File: src/rtl/sdc_bram_stream_reader_if.sv
`default_nettype none
// ============================================================================
// Module      : sdc_bram_stream_reader_if
// Description : Output stream bundle of the sector-buffer reader.
//               master : stream producer (the reader)
//               slave  : stream consumer (host FIFO / DMA engine)
//   dout        DATA_W  stream data, valid while dout_valid=1
//   dout_valid  1       word available on dout
//   dout_ready  1       consumer accepts the word at the next rising edge
// Revision    : 1.0  initial release
// ============================================================================
interface sdc_bram_stream_reader_if #(
  parameter int DATA_W = 64
);
  logic [DATA_W-1:0] dout;
  logic              dout_valid;
  logic              dout_ready;

  modport master (
    output dout,
    output dout_valid,
    input  dout_ready
  );

  modport slave (
    input  dout,
    input  dout_valid,
    output dout_ready
  );
endinterface
`default_nettype wire

File: src/rtl/sdc_bram_stream_reader.sv
`default_nettype none
// ============================================================================
// Module      : sdc_bram_stream_reader
// Description : Drains a block of words from the read port of the dual-port
//               sector buffer BRAM and presents them as a valid/ready stream.
//               A 4-entry prefetch FIFO hides the BRAM's 1-cycle registered
//               read latency, so the stream sustains one word per clock.
// Optional    : define SDC_RD_XOR_CHK_EN to build the running XOR checksum
//               on chk; otherwise chk is tied to zero.
// Ports       :
//   clk          system clock, rising edge
//   reset_n      asynchronous active-low reset
//   start        pulse; samples start_addr / word_cnt when idle
//   start_addr   first BRAM word to read
//   word_cnt     words to read, 1..2**ADDR_W (larger values are clamped)
//   abort        pulse; terminates the transfer without done
//   ram_addr     registered BRAM read address
//   ram_dataout  BRAM read data, valid one clock after ram_addr
//   strm         output stream (dout / dout_valid / dout_ready)
//   busy         transfer in progress
//   done         one-clock pulse after the final word is accepted
//   chk          XOR checksum of accepted words (or 0)
// Revision    : 1.0  initial release
// ============================================================================
module sdc_bram_stream_reader #(
  parameter int ADDR_W = 11,
  parameter int DATA_W = 64,
  parameter int CNT_W  = 12
) (
  input  logic                     clk,
  input  logic                     reset_n,
  input  logic                     start,
  input  logic [ADDR_W-1:0]        start_addr,
  input  logic [CNT_W-1:0]         word_cnt,
  input  logic                     abort,
  output logic [ADDR_W-1:0]        ram_addr,
  input  logic [DATA_W-1:0]        ram_dataout,
  sdc_bram_stream_reader_if.master strm,
  output logic                     busy,
  output logic                     done,
  output logic [DATA_W-1:0]        chk
);

  localparam logic [CNT_W-1:0] c_max_len = CNT_W'(2**ADDR_W);
  localparam logic [CNT_W-1:0] c_one     = CNT_W'(1);

  typedef enum logic [1:0] {
    S_IDLE  = 2'd0,
    S_FETCH = 2'd1,
    S_DRAIN = 2'd2
  } state_t;

  state_t r_state;
  state_t w_state_nxt;

  // Transfer bookkeeping
  logic [ADDR_W-1:0] r_next_addr;
  logic [CNT_W-1:0]  r_len;
  logic [CNT_W-1:0]  r_issued;
  logic [CNT_W-1:0]  r_accepted;
  logic [CNT_W-1:0]  w_len_in;

  // Inflight tags: r_v1 = address on ram_addr, r_v2 = data on ram_dataout
  logic r_v1;
  logic r_v2;

  // Prefetch FIFO
  logic [DATA_W-1:0] r_mem [4];
  logic [1:0]        r_wr_ptr;
  logic [1:0]        r_rd_ptr;
  logic [2:0]        r_occ;
  logic              r_done;

  logic       w_push;
  logic       w_pop;
  logic [3:0] w_load;
  logic       w_space_ok;
  logic       w_last_acc;
  logic       w_start_ok;
  logic       w_issue;
  logic       w_flush;
  logic       w_done_nxt;

  assign strm.dout       = r_mem[r_rd_ptr];
  assign strm.dout_valid = (r_occ != 3'd0);
  assign busy            = (r_state != S_IDLE);
  assign done            = r_done;

  assign w_len_in   = (word_cnt > c_max_len) ? c_max_len : word_cnt;
  assign w_push     = r_v2;
  assign w_pop      = strm.dout_valid && strm.dout_ready;
  // Words the FIFO must still absorb after this edge, counting both
  // inflight stages; a new issue is allowed only if it still fits.
  assign w_load     = {1'b0, r_occ} + {3'b0, r_v1} + {3'b0, r_v2} - {3'b0, w_pop};
  assign w_space_ok = (w_load < 4'd4);
  assign w_last_acc = w_pop && (r_accepted == (r_len - c_one));

  // ---------------------------------------------------------------- FSM
  always_ff @(posedge clk or negedge reset_n) begin
    if (!reset_n) begin
      r_state <= S_IDLE;
    end else begin
      r_state <= w_state_nxt;
    end
  end

  always_comb begin
    w_state_nxt = r_state;
    w_start_ok  = 1'b0;
    w_issue     = 1'b0;
    w_flush     = 1'b0;
    w_done_nxt  = 1'b0;
    case (r_state)
      S_IDLE: begin
        // abort in the same clock suppresses start
        if (start && !abort && (word_cnt != '0)) begin
          w_start_ok  = 1'b1;
          w_state_nxt = S_FETCH;
        end
      end
      S_FETCH: begin
        if (abort) begin
          w_flush     = 1'b1;
          w_state_nxt = S_IDLE;
        end else if ((r_issued < r_len) && w_space_ok) begin
          w_issue = 1'b1;
          if (r_issued == (r_len - c_one)) begin
            w_state_nxt = S_DRAIN;
          end
        end
      end
      S_DRAIN: begin
        // The final accept implies the FIFO and pipeline are empty.
        if (abort) begin
          w_flush     = 1'b1;
          w_state_nxt = S_IDLE;
        end else if (w_last_acc) begin
          w_done_nxt  = 1'b1;
          w_state_nxt = S_IDLE;
        end
      end
      default: begin
        w_state_nxt = S_IDLE;
      end
    endcase
  end

  // ---------------------------------------------------------- datapath
  always_ff @(posedge clk or negedge reset_n) begin
    if (!reset_n) begin
      ram_addr    <= '0;
      r_next_addr <= '0;
      r_len       <= '0;
      r_issued    <= '0;
      r_accepted  <= '0;
      r_v1        <= 1'b0;
      r_v2        <= 1'b0;
      r_wr_ptr    <= 2'd0;
      r_rd_ptr    <= 2'd0;
      r_occ       <= 3'd0;
      r_done      <= 1'b0;
      for (int i = 0; i < 4; i++) begin
        r_mem[i] <= '0;
      end
    end else begin
      r_done <= w_done_nxt;

      if (w_start_ok) begin
        r_next_addr <= start_addr;
        r_len       <= w_len_in;
        r_issued    <= '0;
        r_accepted  <= '0;
      end

      // ram_addr only moves on an issue, so it holds while idle
      if (w_issue) begin
        ram_addr    <= r_next_addr;
        r_next_addr <= r_next_addr + ADDR_W'(1);
        r_issued    <= r_issued + c_one;
      end

      if (w_flush) begin
        r_v1     <= 1'b0;
        r_v2     <= 1'b0;
        r_wr_ptr <= 2'd0;
        r_rd_ptr <= 2'd0;
        r_occ    <= 3'd0;
      end else begin
        r_v2 <= r_v1;
        r_v1 <= w_issue;
        if (w_push) begin
          r_mem[r_wr_ptr] <= ram_dataout;
          r_wr_ptr        <= r_wr_ptr + 2'd1;
        end
        if (w_pop) begin
          r_rd_ptr   <= r_rd_ptr + 2'd1;
          r_accepted <= r_accepted + c_one;
        end
        r_occ <= r_occ + {2'b0, w_push} - {2'b0, w_pop};
      end
    end
  end

  // ---------------------------------------------------------- checksum
`ifdef SDC_RD_XOR_CHK_EN
  logic [DATA_W-1:0] r_chk;

  always_ff @(posedge clk or negedge reset_n) begin
    if (!reset_n) begin
      r_chk <= '0;
    end else if (w_start_ok) begin
      r_chk <= '0;
    end else if (w_pop) begin
      r_chk <= r_chk ^ strm.dout;
    end
  end

  assign chk = r_chk;
`else
  assign chk = '0;
`endif

endmodule
`default_nettype wire
File: src/flat_wrapper.sv
// flat-port wrapper written by rule: the top's interface ports become plain ports
module sdc_bram_stream_reader_flat 
#(
  parameter int ADDR_W = 11,
  parameter int DATA_W = 64,
  parameter int CNT_W  = 12
)
  (clk, reset_n, start, start_addr, word_cnt, abort, ram_addr, ram_dataout, busy, done, chk, strm_dout, strm_dout_valid, strm_dout_ready);
  sdc_bram_stream_reader_if #(.DATA_W(DATA_W)) strm_i ();
  input  logic clk;
  input  logic reset_n;
  input  logic start;
  input  logic [ADDR_W-1:0] start_addr;
  input  logic [CNT_W-1:0] word_cnt;
  input  logic abort;
  output logic [ADDR_W-1:0] ram_addr;
  input  logic [DATA_W-1:0] ram_dataout;
  output logic busy;
  output logic done;
  output logic [DATA_W-1:0] chk;
  output wire logic [$bits(strm_i.dout)-1:0] strm_dout;
  output wire logic [$bits(strm_i.dout_valid)-1:0] strm_dout_valid;
  input wire logic [$bits(strm_i.dout_ready)-1:0] strm_dout_ready;
  assign strm_dout = strm_i.dout;
  assign strm_dout_valid = strm_i.dout_valid;
  assign strm_i.dout_ready = strm_dout_ready;
  sdc_bram_stream_reader #(.ADDR_W(ADDR_W), .DATA_W(DATA_W), .CNT_W(CNT_W)) u_core (.clk(clk), .reset_n(reset_n), .start(start), .start_addr(start_addr), .word_cnt(word_cnt), .abort(abort), .ram_addr(ram_addr), .ram_dataout(ram_dataout), .strm(strm_i), .busy(busy), .done(done), .chk(chk));
endmodule
File: config.mk
export PLATFORM = sky130hd
export DESIGN_NAME = sdc_bram_stream_reader_flat
export DESIGN_NICKNAME = d
export VERILOG_FILES = /design/src/rtl/sdc_bram_stream_reader_if.sv /design/src/rtl/sdc_bram_stream_reader.sv /design/src/flat_wrapper.sv
export SDC_FILE = /design/constraint.sdc
export NUM_CORES = 1
export LEC_CHECK = 0
export CAP_MARGIN = 10
export CORE_MARGIN = 5
export CORE_UTILIZATION = 35
export CTS_BUF_LIST = sky130_fd_sc_hd__clkbuf_2
export DETAILED_ROUTE_END_ITERATION = 10
export PLACE_DENSITY_LB_ADDON = 0.12
export SLEW_MARGIN = 5
export SYNTH_ARGS = -nofsm -noshare
export SYNTH_HDL_FRONTEND = slang
export SYNTH_SLANG_ARGS = --single-unit
export TNS_END_PERCENT = 30
File: constraint.sdc
create_clock -name clk -period 3.8 [get_ports clk]
set_input_delay 0.76 -clock clk [delete_from_list [all_inputs] [get_ports clk]]
set_output_delay 0.76 -clock clk [all_outputs]
set_load 0.01 [all_outputs]
==> run metrics, run 1 <==
status completed; clk buf depth 3; Setup Viol. Count Final 0; Post-synth EDFFs 0; first-pass GRT wire length 63,500 um; CP max stage delay 570 ps; Final Cycle Share 0.935; die width 222 um; Initial Utilization 0.356; Min Clock Period, post-route 3550 ps; IO Pins 234; routed vias 10,340; gr ovfl total 0; Critical Path Source u_core.r_rd_ptr[0]$_DFFE_PN0P_; number of max-cap violations 0; WL final 38,800 um; Synth cell types 58; Max rail drop VDD 0.000298 V; power per cell area 701 nW/um2; TritonCTS clock tree done; Worst slew margin 0.510; ys flop type dfrtp_1; 1st-iter DRT viols 508; Leak Pwr 9.14 nW; worst-skew pair later-pin latency 1000 ps; Root Driver clkbuf_2; H-Tree Depth 3; layout overhead on the synthesized area 21.4%; Required @ worst endpoint 3040 ps; Num CTS Buffers 90; cell-by-cell trace of the critical path buf_4 -> mux4_2 -> clkdlybuf4s50_1; Clock Skews 37.0 ps; initial antenna violation count 2; Worst R2R Path Depth 10; Slew Limit Fails 0; placer congestion estimate 0.783; Hold WS 317 ps; Worst Setup EP strm_dout[61]; die area 49,500 um2; Pwr Total 13.5 mW; Via density 4.92; Hold Path Stages 3; vias in the first global route 11,193; DR DRC count 0; crit path launch type flip-flop; GR Util All Layers 0.159; crit end category output port; Core Area 44,400 um2; HPWL after DPL 25,400 um; # clock sinks 326; Die Y 222 um; dpl ws -91.8 ps; pin count of the biggest net entering global routing 87; # nets final 1,559; final hold violations 0; Syn. warnings 0; Worst R2R End u_core.r_state[0]$_DFFE_PN0P_; share of cells above drive strength 1 0.353; Seq/Total Area, Yosys 0.516; post-route ant nets 0; Crit Path Class reg2out; FP Rows 77; Slowest-stage cell, CP clkdlybuf4s50_1; Syn Inst Count 1,191; Critical Path Fanout Max 7; per-cell routed wire length 18.5 um; Worst path top cell family by delay buffers and inverters; Max Fclk 282 MHz; setup ws final 248 ps; Critical R2R Launch u_core.r_len[0]$_DFFE_PN0P_; FF+latch count, synth 326; CP bufs+invs 2; clk slew on worst S/H paths 100 ps; FF-to-FF setup slack 450 ps; Avg Cell Area, Syn 13.3 um2; Async SR Flop Fraction 1.00; number of cells on the critical path 3; RSZ-0062 raised after global routing true; Critical Path AT 2790 ps; Hold WC Path Type in2reg; Total Neg Setup Slack 0 ps; Port Buffers 169; mapped cell area 15,800 um2; 1st-pass router iterations 6; Worst-Margin Slew 733 ps
metrics by stage:
step           area, um2  utilization  cells
2_1_floorplan      16000            -   1254
3_3_place_gp       18200        0.411   1925
3_5_place_dp       18200        0.411   1925
4_1_cts            19100        0.430   2090
5_1_grt            19200        0.432   2101
6_report           19200        0.432   2101
worst min-delay path, cell delays in order:
cell and delay, ps:
clkdlybuf4s50_1 400, nand2_1 60, a31oi_1 70
placed cells by master, fill, tap and decap left out, types with 32 or more instances in the layout:
cell             Yosys  routed
buf_4               64      32
clkbuf_2             0     140
clkdlybuf4s50_1      0     136
conb_1               1      64
dfrtp_1            326     324
mux2_2             257     257
mux4_2              64      64
nand2_1             68      68
nor2_1              41      41
o21ai_0             49      49
synthesized netlist by cell type, drive strengths merged, types with 6 or more instances:
cell type | number | share of area
a211oi | 6 | 0.0029
a21oi | 14 | 0.0044
and2 | 10 | 0.0040
and3 | 12 | 0.0048
buf | 78 | 0.035
clkbuf | 48 | 0.011
dfrtp | 326 | 0.52
ha | 28 | 0.022
inv | 31 | 0.0074
mux2 | 257 | 0.18
mux4 | 64 | 0.091
nand2 | 68 | 0.016
nand3 | 34 | 0.011
nand3b | 11 | 0.0052
nor2 | 41 | 0.0097
nor4 | 7 | 0.0041
o21ai | 51 | 0.016
o31ai | 7 | 0.0033
xnor2 | 27 | 0.015
xor2 | 9 | 0.0050
routing by layer:
layer,routed length [um],vias to the layer above,global-route usage,share of wire
met3,2260,75,0.0499,0.058
met2,18100,258,0.248,0.47
met1,17500,5253,0.214,0.45
li1,-,4754,-,-
met5,0,-,0,0
met4,926,0,0.0504,0.024
cells by family after synthesis:
kind of cell	count (synthesis)	share of synthesized area
multiplexers	324	0.276
AO/OA/AOI/OAI	109	0.0440
adder cells (fa/ha/maj)	29	0.0234
other	1	0.000237
buffers and inverters	157	0.0535
AND/OR/NAND/NOR	209	0.0663
flip-flops	326	0.516
XOR/XNOR	36	0.0200
what timing repair did:
item / CTS / global route
buffers inserted: 3 / 9
hold buffers: 1 / 0
resized for setup: 33 / 2
setup endpoints to repair: 53 / 17
hold endpoints to repair: 80 / 0
final cells by class:
class | count | area, um2
fillers | 4203 | 25200
repair buffers | 218 | 2230
diodes | 2 | 5.00
flip-flops and latches | 326 | 8170
clock buffers | 140 | 701
clock inverters | 21 | 145
inverters | 31 | 116
well taps | 592 | 741
multi-input cells | 771 | 7080
worst min path at each step:
stage	slack (ps)	startpoint	to
2_1_floorplan	450	u_core.r_next_addr[5]$_DFFE_PN0P_	u_core.ram_addr[5]$_DFFE_PN0P_
3_3_place_gp	470	u_core.ram_addr[8]$_DFFE_PN0P_	u_core.ram_addr[8]$_DFFE_PN0P_
3_5_place_dp	470	u_core.ram_addr[8]$_DFFE_PN0P_	u_core.ram_addr[8]$_DFFE_PN0P_
4_1_cts	110	start_addr[1]	u_core.r_next_addr[1]$_DFFE_PN0P_
5_1_grt	160	start_addr[1]	u_core.r_next_addr[1]$_DFFE_PN0P_
6_report	320	start_addr[1]	u_core.r_next_addr[1]$_DFFE_PN0P_
power by group:
group / total (mW) / switching [mW] / leakage, nW / internal [mW]
Clock: 2.59 / 1.48 / 0.647 / 1.11
Combinational: 5.56 / 2.46 / 4.16 / 3.11
Sequential: 5.30 / 0.736 / 4.34 / 4.57
state kept, by name (all words and copies together), names as in the netlist:
| register | flops |
|---|---|
| u_core.done | 1 |
| u_core.r_rd_ptr | 2 |
| u_core.r_accepted | 12 |
| u_core.ram_addr | 11 |
| u_core.r_occ | 3 |
| u_core.r_len | 12 |
| u_core.r_next_addr | 11 |
| u_core.r_issued | 12 |
| u_core.r_wr_ptr | 2 |
| u_core.r_v1 | 1 |
| u_core.r_state | 2 |
| u_core.r_v2 | 1 |
| u_core.r_mem | 256 |
No activity file was read; power rests on OpenSTA's default activity.
==> run 2, diff against run 1 <==
Settings changed: PLACE_DENSITY set to 0.59, PLACE_DENSITY_LB_ADDON 0.12 to not set.
==> run 2 against run 1 <==
  * Clock skew increased by 6.9 ps
  * Critical path depth grew 1
  * Clock power down 4%
  * Largest cell class unchanged
  * Register-to-register slack lost 180 ps
  * Critical endpoint is now strm_dout[6]
  * Routed wire length fell by 1.9%
  * Die area unchanged
  * Final area down 0.12%
  * Core utilization down 0.051 points
  * First-iteration DRC count down 1.2%
  * Highest routed layer is now met5
  * Critical path type unchanged
  * Non-clock buffer count is 5 lower
==> run metrics, run 2 (synthesized netlist as in run 1, its figures left out) <==
WL final 38,000 um; Worst path top cell family by delay buffers and inverters; TritonCTS clock tree done; Root Driver clkbuf_2; DR DRC count 0; Port Buffers 169; Setup Viol. Count Final 0; Initial Utilization 0.356; Slew Limit Fails 0; Core Area 44,400 um2; 1st-pass router iterations 5; routed vias 10,344; Final Cycle Share 0.943; Clock Skews 43.9 ps; number of max-cap violations 0; Hold WC Path Type in2async; Total Neg Setup Slack 0 ps; commonest non-fill, non-tap cell in the layout dfrtp_1; pin count of the biggest net entering global routing 82; vias in the first global route 11,148; H-Tree Depth 3; Worst-Margin Slew 669 ps; final core utilization 0.432; Leak Pwr 9.06 nW; number of flip-flops under the largest register name 256; RSZ-0062 raised after global routing true; Crit Path Class reg2out; clk slew on worst S/H paths 90 ps; Critical Path AT 2820 ps; die area 49,500 um2; FP Rows 77; die width 222 um; HPWL after DPL 25,300 um; Max Fclk 279 MHz; share of cells above drive strength 1 0.344; Top reg by flops u_core.r_mem; initial antenna violation count 3; IO Pins 234; first-pass GRT wire length 62,300 um; gr ovfl total 0; Max rail drop VDD 0.000347 V; 1st-iter DRT viols 502; worst-skew pair later-pin latency 1050 ps; Via density 4.94; post-route ant nets 0; Worst slew margin 0.554; Num CTS Buffers 89; # nets final 1,553; layout overhead on the synthesized area 21.3%; final hold violations 0; CP max stage delay 530 ps; per-cell routed wire length 18.2 um; Placed Area 18,300 um2; clk buf depth 3; crit path launch type flip-flop; placer congestion estimate 0.817; Critical Path Fanout Max 10; Die Y 222 um; # clock sinks 326; Slowest-stage cell, CP mux4_2; most frequent cells in the layout dfrtp_1, mux2_2, clkdlybuf4s50_1; Min Clock Period, post-route 3580 ps; Required @ worst endpoint 3040 ps; status completed; GR Util All Layers 0.156; CP bufs+invs 3; cell-by-cell trace of the critical path buf_4 -> buf_8 -> mux4_2 -> clkdlybuf4s50_1; power per cell area 698 nW/um2; Hold WS 302 ps; crit end category output port; Finished Cell Area 19,200 um2
==> run 2: cell count changes in the layout (fill, tap and decap cells not counted), moves of 2 or more <==
| cell | change |
|---|---|
| clkdlybuf4s50_1 | +13 |
| clkbuf_2 | -13 |
| dlygate4sd2_1 | -14 |
| clkinv_1 | +7 |
| clkinv_2 | +2 |
| buf_4 | -7 |
| diode_2 | +3 |
==> run 2: final timing paths <==
| check | start | slack [ps] | cells after the start | end |
|---|---|---|---|---|
| min in group clk | start_addr[1] | 320 | 3 | u_core.r_next_addr[1]$_DFFE_PN0P_ |
| min reg2reg | u_core.ram_addr[2]$_DFFE_PN0P_ | 490 | 2 | u_core.ram_addr[2]$_DFFE_PN0P_ |
| max reg2reg | u_core.r_len[0]$_DFFE_PN0P_ | 270 | 10 | u_core.r_state[0]$_DFFE_PN0P_ |
| max in group asynchronous | reset_n | 2450 | 3 | u_core.r_mem[58]$_DFFE_PN0P_ |
| min | reset_n | 300 | 2 | u_core.r_mem[140]$_DFFE_PN0P_ |
| max | u_core.r_rd_ptr[0]$_DFFE_PN0P_ | 220 | 4 | strm_dout[6] |
==> run 2: area by class of cell <==
cell class,count,area (um2)
multi-input combinational,771,7080
clock inverter,29,156
sequential,326,8170
fill,4144,25200
inverter,31,116
tap,592,741
antenna,5,12.5
clock buffer,127,636
timing repair buffer,213,2260
==> run 2: power by group <==
group / switching, mW / total [mW] / internal [mW]
clock: 1.51 / 2.48 / 0.972
combinational: 2.46 / 5.65 / 3.19
sequential: 0.693 / 5.26 / 4.57
total: 4.66 / 13.4 / 8.73
==> run 2: what timing repair did <==
action                                  in CTS  in global routing
hold buffers                                 1                  0
setup buffers                                5                  0
gates resized for setup                     21                  3
hold endpoints to repair                    74                  0
endpoints found under the setup margin      59                  4
cloned                                       1                  0
==> run 2: per-stage QoR <==
stage	instances	setup slack [ps]	total power, mW
2_1_floorplan	1254	374	8.75
3_3_place_gp	1926	-173	10.9
3_5_place_dp	1926	-200	11.0
4_1_cts	2089	0.0602	13.7
5_1_grt	2093	-18.2	14.4
6_report	2094	217	13.4
==> run 2: layer usage <==
metal,GRT usage,routed length (um),vias to the layer above
li1,-,-,4749
met1,0.208,17100,5236
met2,0.246,17900,270
met3,0.0458,2010,87
met4,0.0532,1020,2
met5,0,13,-
